`config.mk`:
```
export PLATFORM = sky130hd
export DESIGN_NAME = led_matrix_pwm_scanner
export DESIGN_NICKNAME = d
export VERILOG_FILES = /design/src/rtl/led_matrix_pwm_scanner.sv
export SDC_FILE = /design/constraint.sdc
export NUM_CORES = 1
export LEC_CHECK = 0
export BUFFER_PORTS_ARGS = -buffer_cell sky130_fd_sc_hd__buf_2
export CAP_MARGIN = 20
export CORE_UTILIZATION = 60
export CTS_BUF_LIST = sky130_fd_sc_hd__clkbuf_16
export CTS_CLUSTER_SIZE = 14
export DETAILED_ROUTE_END_ITERATION = 12
export PLACE_DENSITY_LB_ADDON = 0.05
export SLEW_MARGIN = 40
export SYNTH_ARGS = -nofsm -noshare
export SYNTH_HDL_FRONTEND = slang
export SYNTH_SLANG_ARGS = --single-unit
```
`constraint.sdc`:
```
create_clock -name clk -period 2.65 [get_ports clk]
set_input_delay 0.53 -clock clk [delete_from_list [all_inputs] [get_ports clk]]
set_output_delay 0.53 -clock clk [all_outputs]
set_load 0.005 [all_outputs]
```
`src/rtl/led_matrix_pwm_scanner.sv`:
```
// led_matrix_pwm_scanner: serial-loaded, double-buffered LED matrix row scanner with per-pixel PWM
module led_matrix_pwm_scanner #(
    parameter int ROWS         = 8,
    parameter int COLS         = 8,
    parameter int PWM_BITS     = 2,
    parameter int PRESCALE     = 4,
    parameter int BLANK_CYCLES = 2
) (
    input  logic            clk,
    input  logic            rst_n,
    input  logic            ena,
    input  logic            din,
    input  logic            dclk,
    input  logic            strobe,
    output logic [ROWS-1:0] row_out,
    output logic [COLS-1:0] col_out,
    output logic            frame_sync,
    output logic            latch_done
);
    localparam int N  = ROWS * COLS * PWM_BITS;
    localparam int RW = $clog2(ROWS);
    localparam int PW = PRESCALE > 1 ? $clog2(PRESCALE) : 1;
    localparam int BW = BLANK_CYCLES > 1 ? $clog2(BLANK_CYCLES) : 1;
    localparam logic [RW-1:0] ROW_LAST   = RW'(ROWS - 1);
    localparam logic [PW-1:0] PRE_LAST   = PW'(PRESCALE - 1);
    localparam logic [BW-1:0] BLANK_LAST = BW'(BLANK_CYCLES - 1);

    typedef enum logic {BLANK, ON} state_t;
    state_t state, state_nxt;

    logic [1:0]          din_s;
    logic [2:0]          dclk_s, strobe_s;
    logic                dclk_rise, strobe_rise;
    logic [N-1:0]        shreg, pending, display;
    logic                pend_valid, fs_q;
    logic [RW-1:0]       row;
    logic [PWM_BITS-1:0] pwm_cnt;
    logic [PW-1:0]       pre_cnt;
    logic [BW-1:0]       blank_cnt;
    logic                blank_done, pre_wrap, row_done, frame_wrap;

    // the third flop of each clock-like chain holds the previous synchronised level for edge detection
    assign dclk_rise   = dclk_s[1] & ~dclk_s[2];
    assign strobe_rise = strobe_s[1] & ~strobe_s[2];
    assign frame_sync  = fs_q & ena;

    // synchronise the asynchronous serial pins
    always_ff @(posedge clk) begin
        if (!rst_n) begin
            din_s    <= '0;
            dclk_s   <= '0;
            strobe_s <= '0;
        end else begin
            din_s    <= {din_s[0], din};
            dclk_s   <= {dclk_s[1:0], dclk};
            strobe_s <= {strobe_s[1:0], strobe};
        end
    end

    // shift, latch into the pending buffer, and swap to the display buffer only on a frame wrap
    always_ff @(posedge clk) begin
        if (!rst_n) begin
            shreg      <= '0;
            pending    <= '0;
            display    <= '0;
            pend_valid <= 1'b0;
            latch_done <= 1'b0;
        end else begin
            latch_done <= strobe_rise;
            if (dclk_rise) shreg <= {shreg[N-2:0], din_s[1]};
            if (strobe_rise) pending <= shreg;
            if (frame_wrap && pend_valid) display <= pending;
            pend_valid <= strobe_rise ? 1'b1 : frame_wrap ? 1'b0 : pend_valid;
        end
    end

    // scan state register
    always_ff @(posedge clk) begin
        if (!rst_n) state <= BLANK;
        else state <= state_nxt;
    end

    // next-state and counter wrap conditions; everything is gated by ena so the scan freezes in place
    always_comb begin
        blank_done = ena && state == BLANK && blank_cnt == BLANK_LAST;
        pre_wrap   = ena && state == ON && pre_cnt == PRE_LAST;
        row_done   = pre_wrap && (&pwm_cnt);
        frame_wrap = row_done && row == ROW_LAST;
        state_nxt  = blank_done ? ON : row_done ? BLANK : state;
    end

    // scan counters; pwm_cnt wraps to zero naturally at the end of a row
    always_ff @(posedge clk) begin
        if (!rst_n) begin
            row       <= '0;
            pwm_cnt   <= '0;
            pre_cnt   <= '0;
            blank_cnt <= '0;
            fs_q      <= 1'b0;
        end else begin
            blank_cnt <= blank_done ? '0 : (ena && state == BLANK) ? blank_cnt + 1'b1 : blank_cnt;
            pre_cnt   <= (pre_wrap || blank_done) ? '0 : (ena && state == ON) ? pre_cnt + 1'b1 : pre_cnt;
            pwm_cnt   <= blank_done ? '0 : pre_wrap ? pwm_cnt + 1'b1 : pwm_cnt;
            row       <= frame_wrap ? '0 : row_done ? row + 1'b1 : row;
            fs_q      <= ena ? frame_wrap : fs_q;
        end
    end

    // decode row and column drive straight from the registered scan state
    always_comb begin
        row_out = '0;
        col_out = '0;
        if (ena && state == ON) begin
            row_out[row] = 1'b1;
            for (int c = 0; c < COLS; c++)
                col_out[c] = display[(int'(row) * COLS + c) * PWM_BITS +: PWM_BITS] > pwm_cnt;
        end
    end
endmodule

```
After elaboration in Yosys (flattened, before gate mapping)
Index checks and enable logic that the tools add are counted.
{"block": "word_totals", "out_inout_bits": 18, "reg_bits": 404, "wordCells": 75}
{"block": "op_classes", "shift": 8, "n_mux": 8, "bitwise_logic": 7, "reduce_logical": 15, "n_eq_ne": 2, "order_cmp": 10, "addsub": 11}
{"cell": "$shiftx 128x9->2", "n": 7}
{"cell": "$shiftx 128x8->2", "n": 1}
{"cell": "$add 6x3->7 const B", "n": 4}
{"cell": "$gt 2x2->1", "n": 8}
{"cell": "$mux 8", "n": 2}
{"cell": "$add 6x2->7 const B", "n": 2}
{"cell": "$logic_and 1x1->1", "n": 8}
{"cell": "$add 6x1->7 const B", "n": 1}
{"cell": "$reduce_or 2->1", "n": 3}
{"cell": "$mux 1", "n": 5}
{"cell": "$add 2x1->2 const B", "n": 2}
{"cell": "$lt 3x4->1 const B", "n": 1}
{"cell": "$not 1->1", "n": 4}
{"cell": "$reduce_bool 2->1", "n": 2}
{"cell": "$add 3x1->3 const B", "n": 1}
{"cell": "$and 1x1->1", "n": 3}
{"cell": "$demux 1 s3", "n": 1}
{"cell": "$eq 3x3->1 const B", "n": 1}
{"cell": "$ge 3x1->1 const B", "n": 1}
{"cell": "$eq 2x2->1 const B", "n": 1}
{"cell": "$reduce_and 2->1", "n": 1}
{"cell": "$add 1x1->1 const B", "n": 1}
{"cell": "$logic_or 1x1->1", "n": 1}

Longest topological paths before layout
{"block": "depth", "ltp_word": 6, "depth_mapped": 8, "depth_no_buf": 6}

Worst setup path before layout
No wires, ideal clock.
{"block": "synth_path", "path_kind": "register -> output", "start": "register row[0]", "end": "output col_out[0]", "path_stages_with_launch": 6, "setup_slack_ps": 228, "path_buffers": 1, "arrival_time_ps": 1892, "cell_sequence": "dfxtp_1 > buf_6 > mux4_1 > mux2_2 > ha_1 > a211oi_1"}
{"block": "synth_between", "elab_chain_cells": 3}
{"item": "start, declared", "line": "36", "text": "logic [RW-1:0] row;"}
{"item": "start signal, assigned", "line": "104", "text": "row <= frame_wrap ? '0 : row_done ? row + 1'b1 : row;"}
{"item": "$shiftx 128x8->2", "line": "116", "text": "col_out[c] = display[(int'(row) * COLS + c) * PWM_BITS +: PWM_BITS] > pwm_cnt;"}
{"item": "$gt 2x2->1", "line": "116"}
{"item": "$mux 8", "line": "113", "text": "if (ena && state == ON) begin"}
{"item": "end, declared", "line": "16", "text": "output logic [COLS-1:0] col_out,"}
Every way passes these cells.

Worst setup path in the final report
{"block": "layout_path", "start": "register row[0]", "end": "output col_out[5]"}
{"block": "layout_between", "elab_chain_cells": 4}
{"item": "$add 6x3->7", "line": "116"}
{"item": "$shiftx 128x9->2", "line": "116"}
{"item": "$gt 2x2->1", "line": "116"}
{"item": "$mux 8", "line": "113"}
Every way passes these cells.

==> run summary <==
Across the run, the number of max-cap violations was 0. Relative to the synthesized area, the layout overhead comes to 12.2%. Global routing finished with a remaining overflow of 0. The detailed-router iteration count before antenna repair is 9.

Setup violations remaining at the end of the flow were counted as 8. The count of nets left with antenna violations once routing finished came out at 0. The element type at the critical path start is a flop. For the die outline area, the log shows 0.0273 mm². The number of hold-repair buffers added at the cts stage came out at 0.

Setup repair after global routing could not meet its margin everywhere. The run gives 11393 as the number of global-route vias before repair. Standby leakage power: 0.00580 µW. No sink is reached through more buffers than the 3 on the longest clock path. Counting cells, the worst reg-to-reg path comes to 9. The share of the yosys chip area belonging to registers is 50.6%, and the relative max-transition margin is 57.5%. Sum of internal, switching and leakage power: 11900 µW.

The kind of cell with the highest combined delay along the critical path is multiplexers. The non-filler instance count after layout was 2199; the actual slew at the worst max-slew pin was 0.637 ns. In the final routed layout, each cell accounts on average for 16.5 µm. The clock reaches the later pin of the worst-skew pair after 0.52 ns. The run gives 3.85% as the met3 track demand over resource. The remaining design rule violation count is 8.

The HPWL after detailed placement is 21700 µm. The critical path depth in cells works out to 9. TritonCTS built the clock tree. For this run, the top clock speed supported by timing is 312 MHz. After clock tree synthesis, the clock-pin slew on the worst setup and hold paths is 0.06 ns.

Traced cell by cell, the critical path runs through buf_12 -> buf_12 -> mux4_2 -> mux2_4 -> ha_4 -> a21oi_2 -> a211oi_2 -> buf_4 -> buf_6. The run gives 404 as the sink count of the clock tree. Yosys mapped a number of flops with a built-in enable equal to 0.

On the final layout, the worst hold slack is 0.218 ns. The number of buffers inserted during clock tree synthesis came out at 41. The Yosys step of the flow raised 0 warnings. Measured along the y axis, the die boundary spans 165 µm.

The number of port buffers is 23. The synthesized netlist occupies a cell area of 0.0160 mm². The first global-routing pass estimated 58300 µm of wire. For the worst setup path, the data arrival time is 2.67 ns. The number of endpoints with negative hold slack in the final report is 0, and the cell row count is 59. The slowest stage of the critical path is the mux4_2 cell. Measured on the finished design, the core utilization comes to 68.7%.

The tools report the count of final max-slew check failures as 0. 24 I/O pins were placed. Number of distinct library cell variants in the gate-level netlist after synthesis: 33. Worst reg2reg path startpoint: row[0]$_SDFFE_PP0P_.

Routability-driven placement finished with a final weighted congestion of 0.775. Of all nets on the critical path, the largest fanout is 6. The highest-utilization routing layer at the global route stage was met2.

The final critical-path share of the clock period was 121%. The post-synth net total was 1881; the routed via count was 12202. The tightest min-delay check is of the input pin to flop type. The worst hold path passes through 2 cells. The tools report the worst slack at placement as -0.118 ns.

The tools report the starting density of the core as 61.2%. In this run the most critical hold path is launched from din. The critical path starts at row[0]$_SDFFE_PP0P_. In the synthesized netlist the async set-or-reset flop fraction comes to 0%.

The power density of the placed cells works out to 664 mW/mm². The most common cell type on the critical path is buf_12. The share of final-layout standard cells stronger than drive strength 1 came out at 10.4%. The largest single stage delay on the critical path is 0.48 ns.

For this block, the initial DRC count from the detailed router was 937. The checks that failed: design-rule violations, negative setup slack. The clock tree synthesis step divided the H-tree into 2 levels. The critical path data required time is 2.12 ns, and the count of inserted antenna diode cells is 0.

The number of placed instances, taps included, is 2118. The worst-case IR drop observed on VDD is 0.583 mV. The number of register bits inferred by synthesis was 404; the final net count was 1860. The run gives 129 as the pin count of the biggest net entering global routing. The post-layout worst setup margin came out at -0.551 ns. The buffering stage count on the worst path with inverters included came out at 4. The primary flip-flop cell chosen by synthesis mapping was dfxtp_1.

Synthesis handed over a netlist of 1855 instances. Wires add up to 36200 µm. On the final layout, the worst clock skew is 0.0117 ns. The worst setup path is of the flop to output port kind.

The total area inside the core boundary comes to 0.0261 mm². In the global route stage, met1 resource usage came out at 36.8%. A synthesized cell averages 8.62 µm². Across every metal layer, demand over resource in global routing totals 26.8%. The run finished, with violations left. The shortest period the worst path allows was 3.20 ns. Global routing consumed, on the met2 layer, 44.2% of the routing resources.

The die outline width was 165 µm. The tools report the endpoint class of the critical path as an output port. Initial antenna violation count: 0.

The tools report the buffer type at the clock tree root as clkbuf_16. The ratio of routed vias to standard cells was 5.55.
path summary, 6_finish.rpt:
| kind | end | slack (ns) |
|---|---|---|
| worst max-delay path | col_out[5] | -0.55 |
| worst min-delay path | din_s[0]$_SDFF_PN0_ | 0.22 |
| worst min register to register | shreg[0]$_SDFFE_PN0P_ | 0.43 |
| worst max register to register | display[123]$_SDFFE_PN0P_ | 0.32 |
per-layer routing:
| layer | routed length (µm) | share of wire, % | vias up |
|---|---|---|---|
| li1 | - | - | 6042 |
| met5 | 0 | 0 | - |
| met4 | 498 | 1.4 | 0 |
| met3 | 1540 | 4.3 | 39 |
| met2 | 17200 | 48 | 248 |
| met1 | 16900 | 47 | 5873 |
metrics by stage:
step / instance area (µm²) / setup TNS (ns)
final: 17900 / -3.83
after global routing: 17900 / -4.55
after CTS: 17900 / -4.12
after detailed placement: 16400 / -0.452
after global placement: 16400 / -0.373
after floorplan: 16000 / 0
worst register-to-register path, stage by stage, from the launching register on:
cell and delay, ns:
dfxtp_4 0.39, buf_12 0.14, buf_2 0.19, ha_1 0.17, ha_1 0.26, nand3_1 0.15
nor2_4 0.18, buf_12 0.28, buf_12 0.29, mux2i_1 0.22
synth_stat cells (3+ instances only):
library cell  number  share of area [%]
buf_6              3               0.21
mux4_2            16                2.3
nor3_1             4               0.13
dfxtp_1          404                 51
buf_2             36                1.1
nand2_1          776                 18
buf_1             20               0.47
inv_1              9               0.21
a211oi_1           8               0.38
mux2i_1          138                8.6
buf_8             14                1.3
mux2_2             8               0.56
nor2b_1            5               0.20
nor2_1            10               0.23
a21oi_1          266                8.3
mux4_1            16                2.6
nand3_1            3              0.094
clkbuf_1          69                1.6
o21ai_0            4               0.13
nand4b_1           3               0.16
nand2b_1           4               0.16
and2_1             9               0.35
ha_1              20                1.6
cell usage in the layout (no fill, tap or decap), types with 4 or more instances in the layout:
cell / count
clkinv_1: 11
inv_1: 18
nand2_1: 776
buf_12: 23
mux4_2: 26
a21oi_1: 262
nor2_1: 10
and2_1: 9
mux2_4: 5
clkbuf_16: 43
buf_6: 5
ha_4: 6
ha_1: 14
buf_2: 21
dfxtp_1: 402
a21oi_2: 4
o21ai_0: 4
a211oi_2: 8
mux2i_1: 137
clkinv_2: 5
nor3_1: 4
mux4_1: 6
buf_4: 28
what timing repair did:
action	in CTS	in global routing
resized for setup	27	19
pin swaps	0	6
setup buffers	5	3
endpoints found under the setup margin	8	8
power by group:
| part | leakage, µW | switching, µW | internal [µW] |
|---|---|---|---|
| logic | 0.00188 | 257 | 59.4 |
| clock network | 0.000666 | 2290 | 3210 |
| registers | 0.00326 | 8.91 | 6080 |
state kept, by name, indices dropped and copies added, names as in the netlist:
| name | count |
|---|---|
| display | 128 |
| pending | 128 |
| shreg | 128 |
| dclk_s | 3 |
| row | 3 |
| strobe_s | 3 |
| din_s | 2 |
| pre_cnt | 2 |
| pwm_cnt | 2 |
| blank_cnt | 1 |
| fs_q | 1 |
| latch_done | 1 |
| pend_valid | 1 |
| state | 1 |
layout make-up:
| cell class | count | area [µm²] |
|---|---|---|
| fill | 2193 | 8190 |
| sequential | 404 | 8090 |
| multi-input combinational | 1299 | 7260 |
| clock buffer | 43 | 1080 |
| timing repair buffer | 78 | 846 |
| tap | 335 | 419 |
| clock inverter | 30 | 208 |
| inverter | 10 | 45.0 |
logic make-up after synthesis:
logic type | after synthesis | share of synthesized area (%)
compound gates | 280 | 8.90
fa+ha+maj | 20 | 1.56
xor+xnor | 2 | 0.110
mux | 178 | 14.1
buf+inv | 152 | 4.97
simple gates | 819 | 19.8
flops | 404 | 50.6
No activity file was read; power rests on OpenSTA's default activity.
